[src/rtl/pd_hazard_pkg.sv]
// Shared types and helpers for the pipeline hazard controller.
// Entries carry rd at RA_MAX_W bits; narrower register addresses are zero-extended.
package pd_hazard_pkg;

  localparam int unsigned RA_MAX_W  = 8;
  localparam int unsigned MAX_DEPTH = 16;
  localparam int unsigned FWD_RF    = 0;

  typedef struct packed {
    logic                valid;
    logic [RA_MAX_W-1:0] rd;
    logic                wen;
    logic                is_load;
  } trk_entry_t;

  localparam int unsigned ENTRY_W = $bits(trk_entry_t);

  // Forward select of the youngest (lowest-index) hit: index+1, or FWD_RF when nothing hits.
  function automatic int unsigned youngest_sel(input logic [MAX_DEPTH-1:0] hits);
    int unsigned sel;
    sel = FWD_RF;
    for (int i = int'(MAX_DEPTH) - 1; i >= 0; i--) begin
      if (hits[i]) sel = unsigned'(i) + 32'd1;
    end
    return sel;
  endfunction

endpackage

[src/rtl/hazard_tracker.sv]
// In-flight destination tracker for the X..W stages: a DEPTH-entry shift register.
// Entry 0 is the instruction currently in X; the oldest entry drops off each cycle.
module hazard_tracker
  import pd_hazard_pkg::*;
#(
  parameter int unsigned DEPTH = 3,
  parameter int unsigned RA_W  = 5
) (
  input  logic                       clock,
  input  logic                       reset,
  input  logic                       ins_valid,
  input  logic [RA_W-1:0]            ins_rd,
  input  logic                       ins_wen,
  input  logic                       ins_is_load,
  output logic [DEPTH*ENTRY_W-1:0]   entries
);

  trk_entry_t ent_q [DEPTH];
  trk_entry_t ins_entry;

  always_comb begin
    ins_entry         = '0;
    ins_entry.valid   = ins_valid;
    ins_entry.rd      = RA_MAX_W'(ins_rd);
    ins_entry.wen     = ins_wen;
    ins_entry.is_load = ins_is_load;
  end

  always_ff @(posedge clock or posedge reset) begin
    if (reset) begin
      for (int i = 0; i < int'(DEPTH); i++) ent_q[i] <= '0;
    end else begin
      ent_q[0] <= ins_entry;
      for (int i = 1; i < int'(DEPTH); i++) ent_q[i] <= ent_q[i-1];
    end
  end

  for (genvar g = 0; g < int'(DEPTH); g++) begin : g_flat
    assign entries[g*ENTRY_W +: ENTRY_W] = ent_q[g];
  end

endmodule

[src/rtl/pipe_hazard_ctrl.sv]
// Hazard/forwarding controller for the 5-stage RV32I pipeline: forward selects, load-use
// stalls and taken-branch flushes. Optional perf counters under PIPE_HAZARD_PERF_EN.
module pipe_hazard_ctrl
  import pd_hazard_pkg::*;
#(
  parameter int unsigned DEPTH    = 3,
  parameter int unsigned RA_W     = 5,
  parameter int unsigned LOAD_LAT = 1,
  parameter int unsigned SEL_W    = 2
) (
  input  logic             clock,
  input  logic             reset,
  input  logic             d_valid,
  input  logic [RA_W-1:0]  d_rs1,
  input  logic [RA_W-1:0]  d_rs2,
  input  logic             d_use_rs1,
  input  logic             d_use_rs2,
  input  logic [RA_W-1:0]  d_rd,
  input  logic             d_reg_wen,
  input  logic             d_is_load,
  input  logic             x_br_taken,
  output logic [SEL_W-1:0] fwd_sel_rs1,
  output logic [SEL_W-1:0] fwd_sel_rs2,
  output logic             stall_fd,
  output logic             bubble_x,
  output logic             flush_fd
`ifdef PIPE_HAZARD_PERF_EN
  ,
  output logic [31:0]      stall_cnt,
  output logic [31:0]      flush_cnt
`endif
);

  logic [DEPTH*ENTRY_W-1:0] trk_flat;
  trk_entry_t               ent [DEPTH];
  logic [DEPTH-1:0]         hit_rs1, hit_rs2;
  logic                     ld_rs1, ld_rs2;
  logic                     load_use;
  int unsigned              sel_rs1, sel_rs2;

  hazard_tracker #(
    .DEPTH (DEPTH),
    .RA_W  (RA_W)
  ) u_tracker (
    .clock       (clock),
    .reset       (reset),
    .ins_valid   (d_valid & ~bubble_x),
    .ins_rd      (d_rd),
    .ins_wen     (d_reg_wen),
    .ins_is_load (d_is_load),
    .entries     (trk_flat)
  );

  for (genvar g = 0; g < int'(DEPTH); g++) begin : g_unpack
    assign ent[g] = trk_flat[g*ENTRY_W +: ENTRY_W];
  end

  // Scan oldest to youngest so the last hit seen decides the load flag.
  always_comb begin
    hit_rs1 = '0;
    hit_rs2 = '0;
    ld_rs1  = 1'b0;
    ld_rs2  = 1'b0;
    for (int i = int'(DEPTH) - 1; i >= 0; i--) begin
      hit_rs1[i] = d_use_rs1 & ent[i].valid & ent[i].wen & (d_rs1 != '0) &
                   (ent[i].rd == RA_MAX_W'(d_rs1));
      hit_rs2[i] = d_use_rs2 & ent[i].valid & ent[i].wen & (d_rs2 != '0) &
                   (ent[i].rd == RA_MAX_W'(d_rs2));
      if (hit_rs1[i]) ld_rs1 = ent[i].is_load & (i < int'(LOAD_LAT));
      if (hit_rs2[i]) ld_rs2 = ent[i].is_load & (i < int'(LOAD_LAT));
    end
  end

  assign sel_rs1  = youngest_sel(MAX_DEPTH'(hit_rs1));
  assign sel_rs2  = youngest_sel(MAX_DEPTH'(hit_rs2));
  assign load_use = d_valid & (ld_rs1 | ld_rs2);

  // A taken branch kills D anyway, so it overrides any load-use stall.
  always_comb begin
    fwd_sel_rs1 = '0;
    fwd_sel_rs2 = '0;
    stall_fd    = 1'b0;
    flush_fd    = 1'b0;
    bubble_x    = 1'b0;
    if (!reset) begin
      fwd_sel_rs1 = SEL_W'(sel_rs1);
      fwd_sel_rs2 = SEL_W'(sel_rs2);
      flush_fd    = x_br_taken;
      stall_fd    = load_use & ~x_br_taken;
      bubble_x    = x_br_taken | load_use;
    end
  end

`ifdef PIPE_HAZARD_PERF_EN
  logic [31:0] stall_cnt_q, flush_cnt_q;

  always_ff @(posedge clock or posedge reset) begin
    if (reset) begin
      stall_cnt_q <= '0;
      flush_cnt_q <= '0;
    end else begin
      if (stall_fd && (stall_cnt_q != '1)) stall_cnt_q <= stall_cnt_q + 32'd1;
      if (flush_fd && (flush_cnt_q != '1)) flush_cnt_q <= flush_cnt_q + 32'd1;
    end
  end

  assign stall_cnt = stall_cnt_q;
  assign flush_cnt = flush_cnt_q;
`endif

endmodule

[config.mk]
export PLATFORM = sky130hd
export DESIGN_NAME = pipe_hazard_ctrl
export DESIGN_NICKNAME = d
export VERILOG_FILES = /design/src/rtl/pd_hazard_pkg.sv /design/src/rtl/hazard_tracker.sv /design/src/rtl/pipe_hazard_ctrl.sv
export SDC_FILE = /design/constraint.sdc
export NUM_CORES = 1
export LEC_CHECK = 0
export BUFFER_PORTS_ARGS = -buffer_cell sky130_fd_sc_hd__buf_2
export CORE_UTILIZATION = 50
export CTS_CLUSTER_SIZE = 20
export DETAILED_ROUTE_END_ITERATION = 16
export PLACE_DENSITY = 0.88
export SYNTH_ARGS = -nofsm -noshare
export SYNTH_HDL_FRONTEND = slang
export SYNTH_SLANG_ARGS = --single-unit
[constraint.sdc]
create_clock -name clock -period 3.49 [get_ports clock]
set_input_delay 0 -clock clock [delete_from_list [all_inputs] [get_ports clock]]
set_output_delay 0 -clock clock [all_outputs]
set_load 0.02 [all_outputs]
==> flow_summary.json, run 1 <==
{
  "avgSynthCellArea_um2": 11.81,
  "peakVddDrop_mv": 0.3287,
  "via_count": 842,
  "critical_path_class": "flip-flop to output pin",
  "drt_pass1_iterations": 4,
  "cts_buffers": 3,
  "ys_seq_elements": 22,
  "hpwlAfterDp_mm": 1.683,
  "nets": 153,
  "fin_skew_ps": 8.236,
  "drive_above_1_share_pct": 28.68,
  "grt_pass1_wl_mm": 3.753,
  "post_drt_wl_per_cell_um": 15.88,
  "pre_cts_ws_ps": 1709,
  "diodes": 0,
  "final_area_um2": 1333,
  "synth_most_common_cell": "xnor2_1",
  "grt_overflow": 0,
  "worst_slack_ps": 1335,
  "synthTopCellsByCount": "24 x xnor2_1, 22 x dfrtp_1, 6 x nand4_1, 6 x xor2_1",
  "grt_max_degree": 25,
  "viasPerCell": 5.397,
  "ys_dominant_reg_cell": "dfrtp_1",
  "hold_viol": 0,
  "drc": 0,
  "slew_violations": 0,
  "min_period_ps": 2155,
  "htreeDepth": 1,
  "finalCritPeriodShare_pct": 61.75,
  "dpl-instance-area_um2": 1206,
  "die_y_um": 47.33,
  "clk_latency_ps": 310,
  "io_buffers": 29,
  "clockRootBuffer": "clkbuf_4",
  "synth.yosys.seq_area_share_pct": 53.59,
  "synth_largest_area_cell": "dfrtp_1",
  "p_leak_nw": 0.5794,
  "status": "complete, no violations",
  "hold_path.class": "input port to flip-flop",
  "syn_nets": 110,
  "grt_pass1_vias": 840,
  "clkSinkCount": 22,
  "yosysTopAreaCellShare_pct": 53.59,
  "synthCells": 87,
  "area_delta_synth_final_pct": 29.72,
  "rsz0062_at_grt": "false",
  "fmax_mhz": 464.0,
  "required_ps": 3490,
  "cts_setup_buffers": 0,
  "core_um2": 1942,
  "drv_cap": 0,
  "powerDensity_nw_per_um2": 376.5,
  "ys_async_sr_fraction_pct": 100.0,
  "synth_area_leaders": "dfrtp_1 54%, xnor2_1 20%, xor2_1 5.1%, nand4_1 3.7%, or4_1 2.9%",
  "dr.first_iter.drc_count": 23,
  "die-area_um2": 2240,
  "antenna_left": 0,
  "fin_util_pct": 68.62,
  "cts_tree": "built",
  "path_max_fanout": 3,
  "clock_path_buffers": 2,
  "worst_hold_slack_ps": 115.4,
  "die_w_um": 47.33,
  "final.setup.tns_ps": 0,
  "finalWirelength_mm": 2.478,
  "grt_usage_pct": 26.03,
  "yosysWarnings": 0,
  "gp_congestion": 0.8020,
  "slew_headroom_pct": 41.63,
  "start_util_pct": 52.90,
  "startpoint_type": "flip-flop",
  "synth_cell_types": 19,
  "ios": 30,
  "finalSetupViolCount": 0,
  "syn-cell-area_um2": 1027,
  "antenna_found_initial": 0,
  "largest_register_ffs": 22,
  "synth-edff-count": 0,
  "fp-row-count": 16,
  "cp.arrival_ps": 2160,
  "worst_pin_slew_ps": 874.6,
  "end_kind": "output pin",
  "cts.reportedPaths.clkPinSlew_ps": 130
}
final timing paths:
path	start	endpoint	slack, ps	depth (start not counted)
setup / recovery	u_tracker.entries[5]	stall_fd	1330	6
hold / removal	x_br_taken	u_tracker.entries[10]	120	3
setup reg to reg	u_tracker.entries[5]	u_tracker.entries[10]	1650	5
hold reg to reg	u_tracker.entries[21]	u_tracker.entries[32]	390	0
max in group asynchronous	reset	u_tracker.entries[24]	2510	3
min in group asynchronous	reset	u_tracker.entries[5]	440	3
metal layers:
metal  vias up  GRT usage, %  wire, µm
li1        387             -         -
met1       402         30.92       893
met2        41         42.74      1342
met3        12         5.385       142
met4         0         16.57       101
met5         -             0         0
layout by cell type (no fill, tap or decap), drive strengths merged:
cell type,Yosys,routed
a21oi,2,2
and3,1,1
buf,0,29
clkbuf,0,4
dfrtp,22,22
dlygate4sd3,0,9
inv,3,3
nand2,4,4
nand2b,1,1
nand4,6,6
nor2,2,2
nor2b,1,1
nor3,2,2
nor3b,1,1
nor4,4,4
o211ai,1,1
o21ai,3,3
or4,4,4
xnor2,24,24
xor2,6,6
area by class of cell:
cell class / count / area [µm²]
Clock buffer: 4 / 36.28
Sequential cell: 22 / 550.5
Timing Repair Buffer: 38 / 235.2
Tap cell: 27 / 33.78
Multi-Input combinational cell: 62 / 465.4
Fill cell: 137 / 609.3
Inverter: 3 / 11.26
report_power, final:
group	leakage, nW	total (mW)	switching [mW]	internal (mW)
clock network	0.0210	0.141	0.0769	0.0636
registers	0.258	0.280	0.0115	0.268
logic	0.300	0.0814	0.0407	0.0407
total	0.579	0.502	0.129	0.373
worst max-delay path, cell delays in order, from the launching register on:
cell      delay, ps
dfrtp_1         460
xnor2_1         210
nand4_1         120
nor4_1          560
o211ai_2        150
nor3_1          160
buf_2           190
metrics by stage:
stage               std cells  power [mW]
CTS                       156      0.4985
detailed placement        143      0.3560
global route              156      0.5228
finish                    156      0.5017
floorplan                  87      0.3237
global placement          143      0.3513
repair_timing:
action / in CTS / in global routing
hold endpoints to repair: 30 / 0
hold buffers: 9 / 0
gates resized for setup: 0 / 0
kinds of logic after synthesis:
group	share of synthesized area (%)
AOI/OAI and AO/OA	4.385
xor gates and xnor gates	25.58
buffers and inverters	1.096
DFF	53.59
and+or+nand+nor	15.35
No activity file was read; power rests on OpenSTA's default activity.
==> run 2: changes to the inputs <==
- ABC_AREA: not set -> 1
- PLACE_DENSITY: 0.88 -> 0.87
- clock period: 3.49 -> 2 ns (I/O delays scaled with it)
==> run 2 against run 1 <==
  * Count of clock-buffer cells in the layout decreased by 1
  * Sequential cell count unchanged
  * Synthesized area is 17% higher
  * Largest cell class is now multi-input combinational cells
  * Non-clock buffer count increased by 2
  * Largest power group unchanged
  * Clock skew decreased by 6.2 ps
  * First-iteration DRC count rose by 4.3%
  * Power rose by 100%
  * Critical path type is now flip-flop to flip-flop
  * Clock power rose by 140%
==> flow_summary.json, run 2 <==
{
  "area_delta_synth_final_pct": 28.93,
  "finalCritPeriodShare_pct": 94.85,
  "syn-cell-area_um2": 1202,
  "io_buffers": 29,
  "grt_overflow": 0,
  "grt_max_degree": 15,
  "layout_common_cells": "46 x nand2_1, 29 x buf_2, 22 x inv_1, 22 x nor2_1, 22 x dfrtp_1",
  "ios": 30,
  "drt_pass1_iterations": 4,
  "rsz0062_at_grt": "false",
  "r2r_end": "u_tracker.entries[10]",
  "cts_buffers": 3,
  "fin_util_pct": 69.41,
  "critical_path_class": "flip-flop to flip-flop",
  "synth_largest_area_cell": "dfrtp_1",
  "fp-row-count": 17,
  "ys_async_sr_fraction_pct": 100.0,
  "end_kind": "flip-flop",
  "worst_pin_slew_ps": 447.1,
  "synth.yosys.seq_area_share_pct": 45.79,
  "synth_cell_types": 15,
  "antenna_found_initial": 0,
  "dr.first_iter.drc_count": 24,
  "power_mw": 1.002,
  "powerDensity_nw_per_um2": 646.7,
  "yosysWarnings": 0,
  "hold_viol": 0,
  "syn_nets": 178,
  "largest_register_ffs": 22,
  "finalSetupViolCount": 0,
  "gp_congestion": 0.8671,
  "synth_most_common_cell": "nand2_1",
  "grt_pass1_wl_mm": 4.726,
  "finalWirelength_mm": 2.901,
  "synthCells": 155,
  "clkSinkCount": 22,
  "drive_above_1_share_pct": 21.61,
  "synth-edff-count": 0,
  "diodes": 0,
  "final.setup.tns_ps": 0,
  "slew_violations": 0,
  "die-area_um2": 2605,
  "avgSynthCellArea_um2": 7.757,
  "path_max_fanout": 3,
  "final_common_cell": "nand2_1",
  "core_um2": 2233,
  "grt_pass1_vias": 1157,
  "peakVddDrop_mv": 0.5696,
  "clk_latency_ps": 320,
  "grt_usage_pct": 24.92,
  "cts_tree": "built",
  "start_util_pct": 53.84,
  "slew_headroom_pct": 70.16,
  "nets": 223,
  "startpoint_type": "flip-flop",
  "via_count": 1140,
  "ys_dominant_reg_cell": "dfrtp_1",
  "drv_cap": 0,
  "dpl.cell_count": 213,
  "cp.arrival_ps": 2110,
  "fmax_mhz": 527.2,
  "post_drt_wl_per_cell_um": 12.78,
  "fin_cells": 227,
  "r2r_cells": 9,
  "cts.reportedPaths.clkPinSlew_ps": 120,
  "cts_setup_buffers": 0,
  "synthTopCellsByCount": "46 x nand2_1, 22 x dfrtp_1, 22 x inv_1, 22 x nor2_1, 11 x xnor2_1",
  "hold_path.class": "input port to asynchronous set/reset pin",
  "htreeDepth": 1,
  "required_ps": 2220,
  "synth_area_leaders": "dfrtp_1 46%, nand2_1 14%, xnor2_1 8.0%, xor2_1 7.3%, inv_1 6.9%",
  "hpwlAfterDp_mm": 2.162,
  "status": "complete, no violations",
  "die_y_um": 51.04,
  "regToRegSetupSlack_ps": 100,
  "die_w_um": 51.04,
  "ys_seq_elements": 22,
  "viasPerCell": 5.022,
  "p_leak_nw": 0.8077,
  "yosysTopAreaCellShare_pct": 45.79,
  "clockRootBuffer": "clkbuf_4",
  "fin_skew_ps": 2.033,
  "antenna_left": 0,
  "drc": 0,
  "rr_startpoint": "u_tracker.entries[3]",
  "clock_path_buffers": 2,
  "min_period_ps": 1897
}
[run 2: worst max path at each step]
| stage | slack [ps] | startpoint | cells past startpoint | to |
|---|---|---|---|---|
| 2_1_floorplan | 800 | u_tracker.entries[27] | 6 | fwd_sel_rs2[0] |
| 3_3_place_gp | 700 | u_tracker.entries[28] | 7 | fwd_sel_rs2[0] |
| 3_5_place_dp | 710 | u_tracker.entries[28] | 7 | fwd_sel_rs2[0] |
| 4_1_cts | 120 | u_tracker.entries[5] | 9 | u_tracker.entries[10] |
| 5_1_grt | 20 | u_tracker.entries[2] | 9 | u_tracker.entries[10] |
| 6_report | 100 | u_tracker.entries[3] | 9 | u_tracker.entries[10] |
[run 2: repair_timing]
action,CTS,global route
gates resized for setup,0,1
setup endpoints to repair,0,1
hold buffers,10,0
endpoints found under the hold margin,16,0
[run 2: through the flow]
stage | worst slack, ps | instance area (µm²) | hold WS [ps]
5_1_grt | 20.77 | 1550 | 255.8
6_report | 103.1 | 1550 | 235.1
4_1_cts | 118.2 | 1543 | 244.3
2_1_floorplan | 803.7 | 1202 | 20.25
3_5_place_dp | 706.0 | 1390 | 44.45
3_3_place_gp | 700.9 | 1390 | 33.28
[run 2: power breakdown]
group          total (mW)  switching [mW]  internal [mW]
Combinational       0.170          0.0929         0.0773
Clock               0.343           0.141          0.203
Sequential          0.489          0.0208          0.468
Total                1.00           0.254          0.748
[run 2: per-layer routing]
metal	track usage, %	vias up	share of wire, %
li1	-	556	-
met1	27.18	529	37
met2	47.59	46	54
met3	2.679	9	5.9
met4	11.11	0	2.2
met5	0	-	0
[run 2: critical path, stage by stage, from the launching register on]
cell and delay (ps):
dfrtp_1 440, xnor2_1 210, nand2_1 70, nor2_1 140, nand2_1 110, nand2_1 100, nand2_2 60, nand2_2 70
nor2_2 40, dlygate4sd3_1 550
[run 2: cells by family after synthesis]
| kind of cell | Yosys count | share of synthesized area (%) |
|---|---|---|
| xor gates and xnor gates | 21 | 15.30 |
| AOI/OAI and AO/OA | 5 | 2.081 |
| and+or+nand+nor | 85 | 29.97 |
| buffers and inverters | 22 | 6.868 |
| DFF | 22 | 45.79 |
[run 2: layout make-up]
type	instances	area [µm²]
sequential	22	550.5
timing repair buffer	40	252.7
inverter	22	82.58
fill	171	683.2
multi-input combinational	111	576.8
clock buffer	3	22.52
tap	28	35.03
clock inverter	1	30.03
==> run 3: changes to the inputs <==
- clock period: 2 -> 2.3 ns (I/O delays scaled with it)
==> run 3 against run 2 <==
  * Fmax increased by 0.38%
  * Final area shrank 0.48%
  * Clock skew increased by 1.6 ps
  * Sequential share of layout area rose by 0.17 points
  * Via count rose by 1.5%
==> flow_summary.json, run 3 (synthesis gave the netlist of run 2 again) <==
{
  "antenna_found_initial": 0,
  "cp.arrival_ps": 2110,
  "dpl.cell_count": 213,
  "finalSetupViolCount": 0,
  "grt_pass1_vias": 1215,
  "htreeDepth": 1,
  "drive_above_1_share_pct": 21.11,
  "cts_tree": "built",
  "peakVddDrop_mv": 0.5695,
  "worst_pin_slew_ps": 464.5,
  "critical_path_class": "flip-flop to flip-flop",
  "rsz0062_at_grt": "false",
  "seq_area_um2": 550.5,
  "fin_cells": 227,
  "cts.reportedPaths.clkPinSlew_ps": 120,
  "via_count": 1157,
  "post_drt_wl_per_cell_um": 12.87,
  "final_common_cell": "nand2_1",
  "diodes": 0,
  "clkSinkCount": 22,
  "drv_cap": 0,
  "grt_max_degree": 15,
  "min_period_ps": 1890,
  "slew_headroom_pct": 69.00,
  "path_max_fanout": 2,
  "hold_path.class": "input port to asynchronous set/reset pin",
  "dpl-instance-area_um2": 1390,
  "layout_common_cells": "46 x nand2_1, 29 x buf_2, 22 x inv_1, 22 x nor2_1, 22 x dfrtp_1",
  "r2r_cells": 10,
  "regToRegSetupSlack_ps": 410,
  "finalCritPeriodShare_pct": 82.16,
  "final_area_um2": 1543,
  "rr_startpoint": "u_tracker.entries[10]",
  "clock_path_buffers": 2,
  "grt_pass1_wl_mm": 4.864,
  "die-area_um2": 2605,
  "grt_overflow": 0,
  "io_buffers": 29,
  "drt_pass1_iterations": 4,
  "fp-row-count": 17,
  "cts_buffers": 3,
  "finalWirelength_mm": 2.922,
  "powerDensity_nw_per_um2": 565.3,
  "hold_viol": 0,
  "fin_skew_ps": 3.662,
  "gp_congestion": 0.8670,
  "r2r_end": "u_tracker.entries[10]",
  "slew_violations": 0,
  "p_leak_nw": 0.8020,
  "clockRootBuffer": "clkbuf_4",
  "start_util_pct": 53.84,
  "fill_cells": 173,
  "required_ps": 2520,
  "clk_latency_ps": 320,
  "largest_register_ffs": 22,
  "ios": 30,
  "drc": 0,
  "hpwlAfterDp_mm": 2.197,
  "viasPerCell": 5.097,
  "die_y_um": 51.04,
  "antenna_left": 0,
  "die_w_um": 51.04,
  "nets": 223,
  "dr.first_iter.drc_count": 38,
  "fin_util_pct": 69.08,
  "status": "complete, no violations",
  "multi_input_area_um2": 569.3,
  "fmax_mhz": 529.2,
  "area_delta_synth_final_pct": 28.30,
  "grt_usage_pct": 25.77,
  "final.setup.tns_ps": 0,
  "end_kind": "flip-flop",
  "startpoint_type": "flip-flop",
  "core_um2": 2233
}
-- run 3: cell counts in the layout (fill, tap and decap cells not counted) --
Identical to the previous run, type by type.
-- run 3: what timing repair did --
| action | 4_1_cts | 5_1_grt |
|---|---|---|
| resized for setup | 0 | 0 |
| hold buffers | 10 | 0 |
| endpoints found under the setup margin | 0 | 0 |
| buffers inserted | 0 | 0 |
| hold endpoints to repair | 16 | 0 |
-- run 3: worst max-delay path: stages (launching register included) --
cell	delay, ps
dfrtp_1	370
nand2_1	70
nor2_1	200
nand2_1	90
nor2_1	150
nand2_1	100
nand2_1	100
nand2_2	60
nand2_2	70
nor2_2	40
dlygate4sd3_1	550
-- run 3: worst max path at each step --
stage	start	end	slack, ps	cells after the start
3_3_place_gp	u_tracker.entries[28]	fwd_sel_rs2[0]	1000	7
4_1_cts	u_tracker.entries[5]	u_tracker.entries[10]	440	9
3_5_place_dp	u_tracker.entries[28]	fwd_sel_rs2[0]	1000	7
6_report	u_tracker.entries[10]	u_tracker.entries[10]	410	10
2_1_floorplan	u_tracker.entries[27]	fwd_sel_rs2[0]	1100	6
5_1_grt	u_tracker.entries[5]	u_tracker.entries[10]	260	9
-- run 3: power breakdown --
group | total (mW) | leakage [nW] | internal [mW] | switching [mW]
sequential | 0.425 | 0.258 | 0.407 | 0.0179
clock | 0.300 | 0.0279 | 0.176 | 0.124
combinational | 0.147 | 0.516 | 0.0662 | 0.0809
total | 0.872 | 0.802 | 0.650 | 0.222
-- run 3: layer usage --
metal | part of all wire, % | GRT usage, %
met5 | 0 | 0
met4 | 3.3 | 13.89
met3 | 5.1 | 3.274
met2 | 53 | 48.46
met1 | 38 | 27.43
-- run 3: area by class of cell --
cell class / instances / area share [%]
Multi-Input combinational cell: 111 / 36.90
Timing Repair Buffer: 40 / 16.38
Clock buffer: 3 / 1.460
Tap cell: 28 / 2.271
Inverter: 22 / 5.353
Sequential cell: 22 / 35.69
Clock inverter: 1 / 1.946
-- run 3: per-stage QoR --
step	power (mW)	hold slack, ps	setup slack, ps
3_5_place_dp	0.5633	50.31	1000
4_1_cts	0.8746	241.1	436.1
3_3_place_gp	0.5546	33.27	1001
6_report	0.8721	240.8	410.3
2_1_floorplan	0.5090	20.25	1104
5_1_grt	0.9058	269.9	258.1
